<file path="src/rtl/spi_slave_param.sv">
// SPI slave oversampled in the clk domain: all four CPOL/CPHA modes, parametric
// word width and bit order, multi-word bursts, valid/ready word handshakes.
module spi_slave_param #(
  parameter int DATA_W      = 8,
  parameter int CPOL        = 0,
  parameter int CPHA        = 0,
  parameter int MSB_FIRST   = 1,
  parameter int SYNC_STAGES = 2
) (
  input  logic              clk,
  input  logic              rst,
  input  logic              sck,
  input  logic              mosi,
  input  logic              cs,
  output logic              miso,
  input  logic [DATA_W-1:0] tx_data,
  input  logic              tx_valid,
  output logic              tx_ready,
  output logic [DATA_W-1:0] rx_data,
  output logic              rx_valid,
  input  logic              rx_ready,
  output logic              rx_overrun,
  output logic              tx_underrun,
  output logic              busy
);

  localparam int   CW          = $clog2(DATA_W + 1);
  localparam logic SCK_IDLE    = (CPOL != 0);
  localparam logic SAMPLE_RISE = (CPOL == CPHA);
  localparam logic MSBF        = (MSB_FIRST != 0);

  typedef enum logic {IDLE, ACTIVE} state_t;
  state_t state, state_nxt;

  logic [SYNC_STAGES-1:0] sck_sync, mosi_sync, cs_sync, vld_pipe;
  logic sck_d, cs_d, armed;
  logic sck_s, mosi_s, cs_s;
  logic sck_rise, sck_fall, sample_edge, shift_edge, cs_fall, cs_rise;
  logic start, word_done, tx_load;
  logic [CW-1:0]     cnt;
  logic [DATA_W-1:0] hold, tx_sh, rx_sh, rx_next, tx_word;

  function automatic logic first_bit(input logic [DATA_W-1:0] w);
    return MSBF ? w[DATA_W-1] : w[0];
  endfunction

  function automatic logic [DATA_W-1:0] shifted(input logic [DATA_W-1:0] w);
    return MSBF ? {w[DATA_W-2:0], 1'b0} : {1'b0, w[DATA_W-1:1]};
  endfunction

  // vld_pipe marks when cs_s holds a real pin sample rather than reset fill,
  // so a cs held low through reset is not mistaken for a falling edge.
  always_ff @(posedge clk) begin
    if (rst) begin
      sck_sync  <= {SYNC_STAGES{SCK_IDLE}};
      mosi_sync <= '0;
      cs_sync   <= '1;
      vld_pipe  <= '0;
      sck_d     <= SCK_IDLE;
      cs_d      <= 1'b1;
      armed     <= 1'b0;
    end else begin
      sck_sync  <= {sck_sync[SYNC_STAGES-2:0], sck};
      mosi_sync <= {mosi_sync[SYNC_STAGES-2:0], mosi};
      cs_sync   <= {cs_sync[SYNC_STAGES-2:0], cs};
      vld_pipe  <= {vld_pipe[SYNC_STAGES-2:0], 1'b1};
      sck_d     <= sck_s;
      cs_d      <= cs_s;
      if (vld_pipe[SYNC_STAGES-1] && cs_s) armed <= 1'b1;
    end
  end

  assign sck_s       = sck_sync[SYNC_STAGES-1];
  assign mosi_s      = mosi_sync[SYNC_STAGES-1];
  assign cs_s        = cs_sync[SYNC_STAGES-1];
  assign busy        = ~cs_s;
  assign sck_rise    = sck_s & ~sck_d;
  assign sck_fall    = ~sck_s & sck_d;
  assign sample_edge = SAMPLE_RISE ? sck_rise : sck_fall;
  assign shift_edge  = SAMPLE_RISE ? sck_fall : sck_rise;
  assign cs_fall     = armed & cs_d & ~cs_s;
  assign cs_rise     = cs_s & ~cs_d;

  assign rx_next = MSBF ? {rx_sh[DATA_W-2:0], mosi_s} : {mosi_s, rx_sh[DATA_W-1:1]};
  assign tx_word = tx_ready ? '0 : hold;

  always_ff @(posedge clk) begin
    if (rst) state <= IDLE;
    else     state <= state_nxt;
  end

  always_comb begin
    state_nxt = state;
    start     = 1'b0;
    word_done = 1'b0;
    tx_load   = 1'b0;
    case (state)
      IDLE: if (cs_fall) begin
        state_nxt = ACTIVE;
        start     = 1'b1;
        tx_load   = 1'b1;
      end
      ACTIVE: begin
        if (cs_rise) state_nxt = IDLE;
        else if (sample_edge && cnt == CW'(DATA_W - 1)) begin
          word_done = 1'b1;
          tx_load   = 1'b1;
        end
      end
      default: state_nxt = IDLE;
    endcase
  end

  always_ff @(posedge clk) begin
    if (rst) begin
      miso        <= 1'b0;
      rx_data     <= '0;
      rx_valid    <= 1'b0;
      tx_ready    <= 1'b1;
      rx_overrun  <= 1'b0;
      tx_underrun <= 1'b0;
      hold        <= '0;
      tx_sh       <= '0;
      rx_sh       <= '0;
      cnt         <= '0;
    end else begin
      rx_overrun  <= 1'b0;
      tx_underrun <= 1'b0;
      // A load empties the holding register; a write is only taken while empty.
      if (tx_load && !tx_ready) tx_ready <= 1'b1;
      else if (tx_valid && tx_ready) begin
        hold     <= tx_data;
        tx_ready <= 1'b0;
      end
      if (tx_load && tx_ready) tx_underrun <= 1'b1;
      if (rx_valid && rx_ready) rx_valid <= 1'b0;

      case (state)
        IDLE: begin
          cnt  <= '0;
          miso <= 1'b0;
          if (start) begin
            if (CPHA == 0) begin
              miso  <= first_bit(tx_word);
              tx_sh <= shifted(tx_word);
            end else begin
              tx_sh <= tx_word;
            end
          end
        end
        ACTIVE: begin
          if (cs_rise) begin
            cnt  <= '0;
            miso <= 1'b0;
          end else if (sample_edge) begin
            rx_sh <= rx_next;
            if (word_done) begin
              cnt   <= '0;
              tx_sh <= tx_word;
              if (!rx_valid || rx_ready) begin
                rx_data  <= rx_next;
                rx_valid <= 1'b1;
              end else begin
                rx_overrun <= 1'b1;
              end
            end else begin
              cnt <= cnt + 1'b1;
            end
          end else if (shift_edge) begin
            miso  <= first_bit(tx_sh);
            tx_sh <= shifted(tx_sh);
          end
        end
        default: ;
      endcase
    end
  end

endmodule

</file>
<file path="config.mk">
export PLATFORM = sky130hd
export DESIGN_NAME = spi_slave_param
export DESIGN_NICKNAME = d
export VERILOG_FILES = /design/src/rtl/spi_slave_param.sv
export SDC_FILE = /design/constraint.sdc
export NUM_CORES = 1
export LEC_CHECK = 0
export BUFFER_PORTS_ARGS = -buffer_cell sky130_fd_sc_hd__buf_4
export CORE_MARGIN = 2
export CORE_UTILIZATION = 60
export DETAILED_ROUTE_END_ITERATION = 8
export MAX_ROUTING_LAYER = met4
export PLACE_DENSITY = 0.91
export SYNTH_ARGS = -nofsm -noshare
export SYNTH_HDL_FRONTEND = slang
export SYNTH_SLANG_ARGS = --single-unit
</file>
<file path="constraint.sdc">
create_clock -name clk -period 3.6 [get_ports clk]
set_input_delay 0.72 -clock clk [delete_from_list [all_inputs] [get_ports clk]]
set_output_delay 0.72 -clock clk [all_outputs]
set_load 0.1 [all_outputs]
</file>
==> results.yml <==
yosys:
  yosysWarnings: 0
  synth_cells: 223
  syn_nets: 239
  synth_edf_count: 0
  synth_cell_types: 39
  ys_ff_latch: 52
  netlist_area_um2: 2106
  yosysSeqAreaShare: 0.4944
  async_reset_ff_frac: 0
  synth_flop_cell: "dfxtp_1"
  syn_area_per_cell_um2: 9.443
grt:
  grt_max_degree: 40
  grt.overflow.total: 0
  grt_usage: 0.2394
  grt_pass1_wl_mm: 7.279
  antenna_found_initial: 0
  first_global_vias: 1660
floorplanning:
  fp-row-count: 21
  core_area_um2: 3363
  die_x_um: 63.24
  die_h_um: 63.24
  io_pins: 29
  die_area_um2: 3999
  start_util: 0.6261
clocking:
  cts-buffers-inserted: 5
  cts_setup_buffers: 0
  clock_sinks: 52
  cts.clk_slew.worst_paths_ns: 0.16
  cts_tree: "yes"
  cts_resized: 0
  cts.hold.buffers_added: 0
  clk_latency_ns: 0.38
  clk_path_buf_depth: 2
  cts_root_buf: "clkbuf_4"
  h-tree-depth: 2
place:
  io_buffers: 28
  gp_congestion: 0.8622
  detailed_place_hpwl_mm: 2.852
finish:
  nets: 261
  final_util: 0.7035
  num_antenna_cells: 0
  area_growth_pct: 12.36
  drive_gt1_frac: 0.1789
  final_common_cell: "dfxtp_1"
  final_cell_mix: "dfxtp_1 (52), nand2_1 (45), buf_4 (28)"
timing:
  setup_violations: 0
  slew_viol_final: 0
  fin_crit_sh: 0.5982
  totalNegativeSetupSlack_ns: 0
  fmax_mhz: 464.3
  period_needed_ns: 2.154
  worst_pin_slew_ns: 0.9463
  rsz0062_at_grt: "false"
  report.final.hold_viol_count: 0
  slew_headroom: 0.3679
  fin_skew_ns: 0.01973
setup_path:
  reg2reg_slack_ns: 1.45
  r2r_end: "rx_data[5]"
  path_class: "register to register"
  cp.arrival_ns: 2.48
  worstPathCellList: "ha_1 -> and3b_1 -> nand4_1 -> nor2b_1 -> mux2i_1"
  cp-end-kind: "register"
  crit_fanout: 8
  cp_slowest_cell: "nor2b_1"
  cp_data_required_time_ns: 3.92
  reg2reg_depth: 5
  cp-start-kind: "register"
  r2r_start: "cnt[0]"
  crit_end: "rx_data[5]"
  crit_path_start: "cnt[0]"
  cpPeakStageDelay_ns: 0.80
detailed_routing:
  vias: 1644
  highest_layer: "met4"
  ant_nets: 0
  drc: 0
  wl_met1_mm: 1.847
  wl_met2_mm: 2.079
  via_per_inst: 5.630
  firstDrtPassIters: 4
  wl_mm: 4.212
  wl_per_cell_um: 14.42
  drt_iter0_markers: 224
  wl_met3_um: 228
min_path:
  hold_path_class: "register to register"
run:
  max_cap_viol_count: 0
power_and_ir_drop:
  ir_worst_vdd_v: 0.0003076
  p_per_area_nw_per_um2: 400.6
  p_leak_nw: 0.8462
status:
  run_status: "finished clean"
-- cells in the mapped netlist, types with 2 or more instances --
library cell  number  share of area
a21oi_1           19          0.045
a311oi_1           7          0.029
a31oi_1            7          0.021
and2_1             2         0.0059
and2b_1            2         0.0071
buf_1              2         0.0036
buf_4              2         0.0071
clkbuf_1           7          0.012
dfxtp_1           52           0.49
inv_1              3         0.0053
mux2i_1           15          0.071
nand2_1           45          0.080
nand2b_1           3         0.0089
nand4_1            2         0.0059
nor2_1            11          0.020
nor2b_1            8          0.024
nor3_1             3         0.0071
nor3_4             2          0.015
nor3b_1            8          0.029
or2_2              2         0.0059
xnor2_1            2         0.0083
xor2_1             2         0.0083
-- worst min path at each step --
stage          slack, ns    endpoint       start  cells after the start
2_1_floorplan       0.39  cs_sync[1]  cs_sync[0]                      1
3_3_place_gp        0.39  cs_sync[1]  cs_sync[0]                      1
3_5_place_dp        0.41  cs_sync[1]  cs_sync[0]                      1
4_1_cts             0.43  cs_sync[1]  cs_sync[0]                      1
5_1_grt             0.43  cs_sync[1]  cs_sync[0]                      1
6_report            0.42  cs_sync[1]  cs_sync[0]                      1
-- per-layer routing --
layer | GRT usage | vias to the layer above
met5 | - | -
met4 | 0.1005 | 0
met3 | 0.04286 | 7
met2 | 0.4069 | 49
met1 | 0.2797 | 777
li1 | - | 811
-- state kept, by name, summed over array words and instances, names as in the netlist --
name	count
rx_valid	1
rx_data	8
mosi_sync	2
armed	1
sck_sync	2
vld_pipe	2
state	1
tx_underrun	1
tx_sh	8
cs_d	1
rx_overrun	1
tx_ready	1
rx_sh	7
sck_d	1
miso	1
hold	8
cs_sync	2
cnt	4
-- where the power goes --
group          switching, W  leakage, nW  internal [W]
clock              0.000185       0.0284     0.0000780
combinational     0.0000484        0.395     0.0000297
sequential        0.0000160        0.423      0.000591
-- final cells by class --
cell class	instances	area (um^2)
timing repair buffer	28	210.2
multi-input combinational	154	984.7
inverter	4	15.01
clock buffer	6	41.29
tap	46	57.56
sequential	52	1041
clock inverter	2	16.27
fill	280	997.2
-- through the flow --
| stage | instances | cell area (um^2) | total power (W) | hold WS (ns) | worst slack (ns) |
|---|---|---|---|---|---|
| detailed placement | 284 | 2308 | 0.0006969 | 0.4052 | 1.487 |
| floorplan | 223 | 2106 | 0.0006732 | 0.3895 | 1.776 |
| global route | 292 | 2366 | 0.0009866 | 0.4335 | 1.242 |
| finish | 292 | 2366 | 0.0009477 | 0.4203 | 1.446 |
| CTS | 292 | 2366 | 0.0009488 | 0.4287 | 1.456 |
| global placement | 284 | 2308 | 0.0006946 | 0.3928 | 1.614 |
-- critical path, delay by kind of cell (launching register included) --
| family | cells | cell delay (ns) |
|---|---|---|
| simple gates | 3 | 1.22 |
| flops | 1 | 0.41 |
| mux | 1 | 0.29 |
| fa+ha+maj | 1 | 0.17 |
-- logic make-up after synthesis --
kind of cell	count (synthesis)	synth area share
compound gates	41	0.1355
xor+xnor	4	0.01664
fa+ha+maj	1	0.005941
buf+inv	17	0.03802
flops	52	0.4944
mux	15	0.07130
simple gates	93	0.2383
Power figures use the tool's default switching activity.
